File: config.mk
export PLATFORM = sky130hd
export DESIGN_NAME = jstk_poll_scheduler_flat
export DESIGN_NICKNAME = d
export VERILOG_FILES = /design/src/rtl/jstk_poll_scheduler_if.sv /design/src/rtl/jstk_poll_scheduler.sv /design/src/flat_wrapper.sv
export SDC_FILE = /design/constraint.sdc
export NUM_CORES = 1
export LEC_CHECK = 0
export BUFFER_PORTS_ARGS = -buffer_cell sky130_fd_sc_hd__clkbuf_2
export CAP_MARGIN = 0
export CORE_AREA = 2 2 105 107
export DETAILED_ROUTE_END_ITERATION = 10
export DIE_AREA = 0 0 107 109
export GPL_ROUTABILITY_DRIVEN = 0
export PLACE_DENSITY = 0.79
export SYNTH_ARGS = -nofsm -noshare
export SYNTH_HDL_FRONTEND = slang
export SYNTH_SLANG_ARGS = --single-unit
File: constraint.sdc
create_clock -name CLK -period 2.35 [get_ports CLK]
set_input_delay 0.47 -clock CLK [delete_from_list [all_inputs] [get_ports CLK]]
set_output_delay 0.47 -clock CLK [all_outputs]
set_load 0.005 [all_outputs]
File: src/rtl/jstk_poll_scheduler_if.sv
// Host/SPI-side signal bundle for the PmodJSTK2 poll scheduler.
// master = scheduler, slave = the SPI master plus host logic around it.
interface jstk_poll_scheduler_if #(
    parameter int DATA_W = 40
);
    logic              EN;
    logic              CMD_VALID;
    logic              CMD_READY;
    logic              SPI_BUSY;
    logic              SPI_DONE;
    logic [DATA_W-1:0] SPI_RX;
    logic              SPI_START;
    logic              SPI_SEL;
    logic [DATA_W-1:0] DATA_OUT;
    logic              DATA_VALID;
    logic              TIMEOUT_ERR;
    logic [7:0]        OVERRUN_CNT;
    logic              ERR_CLR;

    modport master (
        input  EN, CMD_VALID, SPI_BUSY, SPI_DONE, SPI_RX, ERR_CLR,
        output CMD_READY, SPI_START, SPI_SEL, DATA_OUT, DATA_VALID, TIMEOUT_ERR, OVERRUN_CNT
    );

    modport slave (
        output EN, CMD_VALID, SPI_BUSY, SPI_DONE, SPI_RX, ERR_CLR,
        input  CMD_READY, SPI_START, SPI_SEL, DATA_OUT, DATA_VALID, TIMEOUT_ERR, OVERRUN_CNT
    );
endinterface

File: src/rtl/jstk_poll_scheduler.sv
// Periodic PmodJSTK2 transaction sequencer: one slot per tick, poll or host command,
// with SPI handshake timeout, frame capture, sticky timeout flag and overrun counter.
module jstk_poll_scheduler #(
    parameter int PERIOD_CYCLES  = 600000,
    parameter int TIMEOUT_CYCLES = 120000,
    parameter int CNT_W          = 20,
    parameter int DATA_W         = 40
) (
    input  logic                   CLK,
    input  logic                   RST,
    jstk_poll_scheduler_if.master  bus
);
    localparam logic [1:0] S_IDLE  = 2'd0;
    localparam logic [1:0] S_ISSUE = 2'd1;
    localparam logic [1:0] S_WAIT  = 2'd2;
    localparam logic [1:0] S_CAP   = 2'd3;

    localparam logic [CNT_W-1:0] PER_LAST = CNT_W'(PERIOD_CYCLES - 1);
    localparam logic [CNT_W-1:0] TO_LAST  = CNT_W'(TIMEOUT_CYCLES - 1);
    localparam logic [CNT_W-1:0] TO_MAX   = CNT_W'(TIMEOUT_CYCLES);

    logic [1:0]        state_q, state_d;
    logic [CNT_W-1:0]  per_q, per_d;
    logic [CNT_W-1:0]  to_q, to_d;
    logic              sel_q, sel_d;
    logic [DATA_W-1:0] data_q, data_d;
    logic              err_q, err_d;
    logic [7:0]        ovr_q, ovr_d;
    logic              tick, start, to_hit;
    logic [CNT_W-1:0]  to_inc;

    always_comb begin
        per_d = '0;
        if (bus.EN) per_d = (per_q == PER_LAST) ? '0 : per_q + 1'b1;
        tick   = bus.EN && (per_q == PER_LAST);
        start  = (state_q == S_ISSUE) && !bus.SPI_BUSY;
        // >= rather than == since a long BUSY stall in ISSUE can carry the count past the limit
        to_hit = (state_q == S_WAIT) && !bus.SPI_DONE && (to_q >= TO_LAST);
        to_inc = (to_q == TO_MAX) ? to_q : to_q + 1'b1;

        state_d = state_q;
        to_d    = to_q;
        sel_d   = sel_q;
        data_d  = data_q;
        case (state_q)
            S_IDLE: begin
                if (tick) begin
                    state_d = S_ISSUE;
                    to_d    = '0;
                end
            end
            S_ISSUE: begin
                to_d = to_inc;
                if (start) begin
                    state_d = S_WAIT;
                    sel_d   = bus.CMD_VALID;
                end
            end
            S_WAIT: begin
                to_d = to_inc;
                if (bus.SPI_DONE) begin
                    state_d = S_CAP;
                    data_d  = bus.SPI_RX;
                end else if (to_hit) begin
                    state_d = S_IDLE;
                end
            end
            S_CAP:   state_d = S_IDLE;
            default: state_d = S_IDLE;
        endcase

        // Clear first, then apply this cycle's events so a coinciding set survives.
        err_d = (err_q && !bus.ERR_CLR) || to_hit;
        ovr_d = bus.ERR_CLR ? 8'd0 : ovr_q;
        if (tick && (state_q != S_IDLE) && (ovr_d != 8'hFF)) ovr_d = ovr_d + 8'd1;
    end

    always_ff @(posedge CLK or negedge RST) begin
        if (!RST) begin
            state_q <= S_IDLE;
            per_q   <= '0;
            to_q    <= '0;
            sel_q   <= 1'b0;
            data_q  <= '0;
            err_q   <= 1'b0;
            ovr_q   <= 8'd0;
        end else begin
            state_q <= state_d;
            per_q   <= per_d;
            to_q    <= to_d;
            sel_q   <= sel_d;
            data_q  <= data_d;
            err_q   <= err_d;
            ovr_q   <= ovr_d;
        end
    end

    assign bus.SPI_START   = start;
    assign bus.CMD_READY   = start && bus.CMD_VALID;
    assign bus.SPI_SEL     = (state_q == S_ISSUE) ? bus.CMD_VALID :
                             ((state_q == S_WAIT) || (state_q == S_CAP)) ? sel_q : 1'b0;
    assign bus.DATA_OUT    = data_q;
    assign bus.DATA_VALID  = (state_q == S_CAP);
    assign bus.TIMEOUT_ERR = err_q;
    assign bus.OVERRUN_CNT = ovr_q;
endmodule

File: src/flat_wrapper.sv
// flat-port wrapper written by rule: the top's interface ports become plain ports
module jstk_poll_scheduler_flat 
#(
    parameter int PERIOD_CYCLES  = 600000,
    parameter int TIMEOUT_CYCLES = 120000,
    parameter int CNT_W          = 20,
    parameter int DATA_W         = 40
)
  (CLK, RST, bus_EN, bus_CMD_VALID, bus_SPI_BUSY, bus_SPI_DONE, bus_SPI_RX, bus_ERR_CLR, bus_CMD_READY, bus_SPI_START, bus_SPI_SEL, bus_DATA_OUT, bus_DATA_VALID, bus_TIMEOUT_ERR, bus_OVERRUN_CNT);
  jstk_poll_scheduler_if #(.DATA_W(DATA_W)) bus_i ();
  input  logic CLK;
  input  logic RST;
  input wire logic [$bits(bus_i.EN)-1:0] bus_EN;
  input wire logic [$bits(bus_i.CMD_VALID)-1:0] bus_CMD_VALID;
  input wire logic [$bits(bus_i.SPI_BUSY)-1:0] bus_SPI_BUSY;
  input wire logic [$bits(bus_i.SPI_DONE)-1:0] bus_SPI_DONE;
  input wire logic [$bits(bus_i.SPI_RX)-1:0] bus_SPI_RX;
  input wire logic [$bits(bus_i.ERR_CLR)-1:0] bus_ERR_CLR;
  output wire logic [$bits(bus_i.CMD_READY)-1:0] bus_CMD_READY;
  output wire logic [$bits(bus_i.SPI_START)-1:0] bus_SPI_START;
  output wire logic [$bits(bus_i.SPI_SEL)-1:0] bus_SPI_SEL;
  output wire logic [$bits(bus_i.DATA_OUT)-1:0] bus_DATA_OUT;
  output wire logic [$bits(bus_i.DATA_VALID)-1:0] bus_DATA_VALID;
  output wire logic [$bits(bus_i.TIMEOUT_ERR)-1:0] bus_TIMEOUT_ERR;
  output wire logic [$bits(bus_i.OVERRUN_CNT)-1:0] bus_OVERRUN_CNT;
  assign bus_i.EN = bus_EN;
  assign bus_i.CMD_VALID = bus_CMD_VALID;
  assign bus_i.SPI_BUSY = bus_SPI_BUSY;
  assign bus_i.SPI_DONE = bus_SPI_DONE;
  assign bus_i.SPI_RX = bus_SPI_RX;
  assign bus_i.ERR_CLR = bus_ERR_CLR;
  assign bus_CMD_READY = bus_i.CMD_READY;
  assign bus_SPI_START = bus_i.SPI_START;
  assign bus_SPI_SEL = bus_i.SPI_SEL;
  assign bus_DATA_OUT = bus_i.DATA_OUT;
  assign bus_DATA_VALID = bus_i.DATA_VALID;
  assign bus_TIMEOUT_ERR = bus_i.TIMEOUT_ERR;
  assign bus_OVERRUN_CNT = bus_i.OVERRUN_CNT;
  jstk_poll_scheduler #(.PERIOD_CYCLES(PERIOD_CYCLES), .TIMEOUT_CYCLES(TIMEOUT_CYCLES), .CNT_W(CNT_W), .DATA_W(DATA_W)) u_core (.CLK(CLK), .RST(RST), .bus(bus_i));
endmodule
==> results.toml, run 1 <==
[timing]
setup_tns_ns = 0
worst_pin_slew_ns = 0.5607
maxSlewHeadroom_pct = 62.28
min_period_ns = 2.216
fin_skew_ns = 0.009833
fin_crit_sh_pct = 94.29
grt_setup_unrepaired = "no"
fmax_mhz = 451.3
setup_viol = 0
finalMaxSlewViolations = 0
hold_viol_final = 0

[worst_setup_path]
path_class = "reg -> reg"
cp_slowest_cell = "or4_4"
timing.rr.start = "u_core.per_q[12]"
arrival_ns = 2.51
cp-end-kind = "flip-flop"
required_ns = 2.64
worstPathMaxFanout = 8
rrSetupSlack_ns = 0.13
startpoint_type = "flip-flop"
reg2reg_to = "u_core.bus.OVERRUN_CNT[7]"
path_cells = "or4_4 > nor4_4 > buf_4 > nand3_2 > or4_1 > a21oi_1"
cp_slowest_stage_delay_ns = 0.54
reg2reg_depth = 6

[yosys]
postSynthNetCount = 457
synth_fa_ha_area_share_pct = 2.255
synth_top_flop_cell = "dfrtp_1"
yosysUniqueCellTypes = 48
synthesis.area_mm2 = 0.004438
synthCells = 402
synth_area_per_cell_um2 = 11.04
synth_mux_area_share_pct = 10.66
synth_top_area_share_pct = 51.87
synth_edf_count = 0
yosysSeqAreaShare_pct = 51.87
synth_top_family_by_area = "simple AND/OR/NAND/NOR gates"
synth_top_area_cell = "dfrtp_1"
ys_warn_count = 0
synthTopCellsByArea = "dfrtp_1 52%, mux2_2 11%, o31ai_1 4.2%"
synth-seq-cells = 92
synthXorXnorAreaFrac_pct = 4.144
ys_async_sr_fraction_pct = 100.0
synth-compound-area-share_pct = 11.36
synth-simple-area-share_pct = 17.06

[routing]
viasPerCell = 5.360
wirelength_mm = 9.693
firstDrtPassIters = 4
wl_per_cell_um = 14.71
vias = 3532
route.detailed.drc = 0
ant_nets = 0
drt_iter0_drc = 160

[grt]
grtUsageTotal_pct = 17.22
grt_max_degree = 44
grt_pass1_wl_mm = 15.84
overflow = 0
grt_pass1_vias = 3387
grt_antenna_before_repair = 0

[placement]
port_buffers = 99
placedCellCount = 644
place_area_mm2 = 0.005205
dp_hpwl_mm = 7.123

[cts]
cts_tree = "done"
cts_hold_buffers = 0
cts-resized-gates = 0
insertion_delay_ns = 0.36
h-tree-depth = 3
root_buffer = "clkbuf_8"
cts_buffers = 9
path_clk_slew_ns = 0.09
postCtsSetupBuffers = 0
cts.path.max_buffers = 2
cts_sinks = 92

[cells_and_area]
num_antenna_cells = 0
syn_to_final_growth_pct = 21.82
layout.nets = 570
drive_gt1_share_pct = 35.84
layout.cells.non_filler = 659
stdcell_area_mm2 = 0.005406

[pwr]
powerDensity_mw_per_mm2 = 974.9
p_leak_nw = 2.495
peakVddDrop_uv = 408.6

[hold_path]
hold_class = "in -> async"

[floorplan]
num_rows = 38
fp.coreArea_mm2 = 0.01060
start_util_pct = 41.86
die-area_mm2 = 0.01166
die_h_um = 109
die_w_um = 107
ios = 100

[outcome]
status = "completed"

[run]
cap_violations = 0
state kept, by name (all words and copies together) (netlist names):
signal                  cells
u_core.bus.DATA_OUT        40
u_core.bus.OVERRUN_CNT      8
u_core.bus.TIMEOUT_ERR      1
u_core.per_q               20
u_core.sel_q                1
u_core.state_q              2
u_core.to_q                20
report_power, final:
| part | internal, W | switching [W] |
|---|---|---|
| Sequential | 0.00199 | 0.000244 |
| Clock | 0.000542 | 0.000537 |
| Combinational | 0.000993 | 0.000962 |
| Total | 0.00353 | 0.00174 |
worst max path at each step:
stage,start,endpoint,depth (start not counted)
after CTS,u_core.to_q[0],u_core.state_q[1],7
after global placement,bus_ERR_CLR,u_core.bus.OVERRUN_CNT[5],8
final,u_core.per_q[12],u_core.bus.OVERRUN_CNT[7],6
after detailed placement,bus_ERR_CLR,u_core.bus.OVERRUN_CNT[5],8
after global routing,u_core.state_q[0],u_core.to_q[10],8
after floorplan,bus_ERR_CLR,u_core.bus.OVERRUN_CNT[5],9
synth_stat cells (11+ instances only):
library cell  number
dfrtp_1           92
mux2_2            42
nor2_1            29
o31ai_1           25
nand2_1           21
nand3_1           20
clkbuf_1          16
o21ai_0           15
xnor2_1           15
nand4_1           13
inv_1             11
area by class of cell:
class | count | area, um2
clock buffer | 11 | 151.4
inverter | 11 | 41.29
tap | 140 | 175.2
fill | 925 | 5196
timing repair buffer | 120 | 668.1
clock inverter | 4 | 48.80
sequential | 92 | 2302
multi-input combinational | 281 | 2019
routing by layer:
metal  GRT usage [%]  routed length [um]
met1           21.42                4348
met2           29.62                4787
met3           3.527                 430
met4           6.679                 126
met5               0                   0
placed cells by master, fill, tap and decap left out, types with 4 or more instances in the layout:
cell type	count
inv_1	11
dfrtp_1	92
clkbuf_8	11
o21ai_0	15
nor3_1	6
mux2_2	42
xor2_1	6
and3_1	6
nor2b_1	6
nor4_1	8
xnor2_1	15
a21oi_1	7
o31ai_1	25
nand4_1	13
a21o_1	4
ha_1	8
nand2_1	21
clkbuf_2	98
nand3_1	20
buf_4	21
a31oi_1	7
nand2b_1	4
or4_1	5
nor2_1	29
logic make-up after synthesis:
group                      Yosys count
AOI/OAI and AO/OA                   73
xor gates and xnor gates            21
adders and majority gates            8
buffers and inverters               29
DFF                                 92
muxes                               42
and+or+nand+nor                    137
worst max-delay path: cells and delay by family, from the launching register on:
family / cells / cell delay [ns]
simple gates: 4 / 1.41
flops: 1 / 0.39
buf+inv: 1 / 0.18
compound gates: 1 / 0.16
through the flow:
stage / util [%] / hold WS (ns) / setup slack (ns) / total power, W
after detailed placement: 49.09 / 0.4522 / 0.08013 / 0.004249
after CTS: 50.98 / 0.04088 / 0.08585 / 0.005343
after global placement: 49.09 / 0.4462 / 0.1594 / 0.004141
after global routing: 50.99 / 0.06164 / 0.004849 / 0.005631
after floorplan: - / 0.1744 / 0.005547 / 0.003370
final: 50.99 / 0.04214 / 0.1343 / 0.005271
(Power assumes the default switching activity.)
==> run 2: changes to the inputs <==
==> constraint.sdc (replaced) <==
create_clock -name CLK -period 2.35 [get_ports CLK]
set_input_delay 0.47 -clock CLK [delete_from_list [all_inputs] [get_ports CLK]]
set_output_delay 0.47 -clock CLK [all_outputs]
set_load 0.05 [all_outputs]
==> run 2 against run 1 <==
Against the previous run: hold slack improved by 0.056 ns; sequential share of layout area fell by 0.66 points; clock-buffer cell count fell by 1; die area did not move; utilization rose by 0.80 points; power rose by 27%; via count rose by 2.2%; cell area rose by 1.6%; clock power rose by 5%; highest routed layer unchanged.
==> results.toml, run 2 (synthesis results as in run 1) <==
[outcome]
status = "completed"

[cts]
cts_buffers = 9
path_clk_slew_ns = 0.09
root_buffer = "clkbuf_8"
insertion_delay_ns = 0.38
cts_sinks = 92
cts_hold_buffers = 0
cts.path.max_buffers = 2
h-tree-depth = 3
cts_tree = "done"

[routing]
ant_nets = 0
drt_iter0_drc = 252
viasPerCell = 5.430
vias = 3611
firstDrtPassIters = 4
wl_per_cell_um = 14.84
route.detailed.drc = 0
wirelength_mm = 9.867

[floorplan]
start_util_pct = 41.86
die-area_mm2 = 0.01166
num_rows = 38
die_w_um = 107
ios = 100
fp.coreArea_mm2 = 0.01060
die_h_um = 109

[cells_and_area]
num-fill-cells = 914
stdcell_area_mm2 = 0.005492
final_common_cell = "clkbuf_2"
syn_to_final_growth_pct = 23.74
drive_gt1_share_pct = 37.14
layout_common_cells = "97 x clkbuf_2, 92 x dfrtp_1, 42 x mux2_2"
layout.nets = 575
largest_reg_flops = 40
num_antenna_cells = 0

[timing]
worst_pin_slew_ns = 0.5878
setup_viol = 0
hold_viol_final = 0
fmax_mhz = 451.6
grt_setup_unrepaired = "no"
fin_ws_ns = 0.1355
maxSlewHeadroom_pct = 60.45
fin_crit_sh_pct = 94.23
finalMaxSlewViolations = 0
fin_skew_ns = 0.01502
min_period_ns = 2.215

[grt]
grt_antenna_before_repair = 0
overflow = 0
grtUsageTotal_pct = 17.81
grt_pass1_vias = 3559
grt_pass1_wl_mm = 16.51
grt_max_degree = 48

[placement]
dp_hpwl_mm = 7.296
place_area_mm2 = 0.005250
port_buffers = 99
place_ws_ns = 0.08413

[worst_setup_path]
cp-end-kind = "output port"
required_ns = 1.88
startpoint_type = "flip-flop"
path_class = "reg -> out"
arrival_ns = 1.74
worstPathMaxFanout = 5

[pwr]
peakVddDrop_uv = 808.4
powerDensity_mw_per_mm2 = 1223
p_leak_nw = 2.531

[hold_path]
hold_class = "in -> async"

[run]
cap_violations = 0
## run 2: area by class of cell
type,instances,area (um2),area share [%]
Sequential cell,92,2302,41.92
Tap cell,140,175.2,3.190
Inverter,11,41.29,0.7519
Clock inverter,6,76.32,1.390
Timing Repair Buffer,125,720.7,13.12
Multi-Input combinational cell,281,2038,37.12
Clock buffer,10,137.6,2.506
## run 2: what timing repair did
item,4_1_cts,5_1_grt
endpoints found under the hold margin,0,0
endpoints found under the setup margin,0,18
setup buffers,0,1
gates resized for setup,0,6
## run 2: final timing paths
kind | startpoint | endpoint | slack [ns] | depth (start not counted)
setup / recovery | u_core.state_q[1] | bus_CMD_READY | 0.14 | 5
hold / removal | RST | u_core.bus.DATA_OUT[34] | 0.1 | 1
setup reg to reg | u_core.to_q[0] | u_core.state_q[1] | 0.19 | 7
hold reg to reg | u_core.to_q[19] | u_core.to_q[19] | 0.50 | 1
max in group asynchronous | RST | u_core.to_q[14] | 1.59 | 2
min in group CLK | bus_SPI_RX[15] | u_core.bus.DATA_OUT[15] | 0.33 | 2
## run 2: worst max-delay path: stages (launching register included)
cell	delay, ns
dfrtp_1	0.45
inv_1	0.13
ha_1	0.24
nor2b_2	0.21
and2_1	0.13
clkbuf_4	0.22
## run 2: per-layer routing
layer	part of all wire, %	vias to the layer above	GRT usage, %
met5	0	-	0
met2	51	119	30.25
met4	1.3	0	6.401
met3	5.5	14	5.260
met1	43	1764	21.61
li1	-	1714	-
## run 2: through the flow
stage | power, W | hold WS, ns | instances | util (%) | TNS [ns]
after floorplan | 0.004668 | 0.1744 | 402 | - | -0.1079
after global placement | 0.005496 | 0.4646 | 648 | 49.52 | 0
after detailed placement | 0.005623 | 0.4769 | 648 | 49.52 | 0
after CTS | 0.006766 | 0.1047 | 664 | 51.53 | 0
after global routing | 0.007090 | 0.1278 | 665 | 51.79 | 0
final | 0.006718 | 0.09790 | 665 | 51.79 | 0
## run 2: where the power goes
part           total, W  switching, W  internal (W)
clock network   0.00113      0.000589      0.000541
registers       0.00225      0.000253       0.00199
logic           0.00334       0.00230       0.00104
total           0.00672       0.00314       0.00357
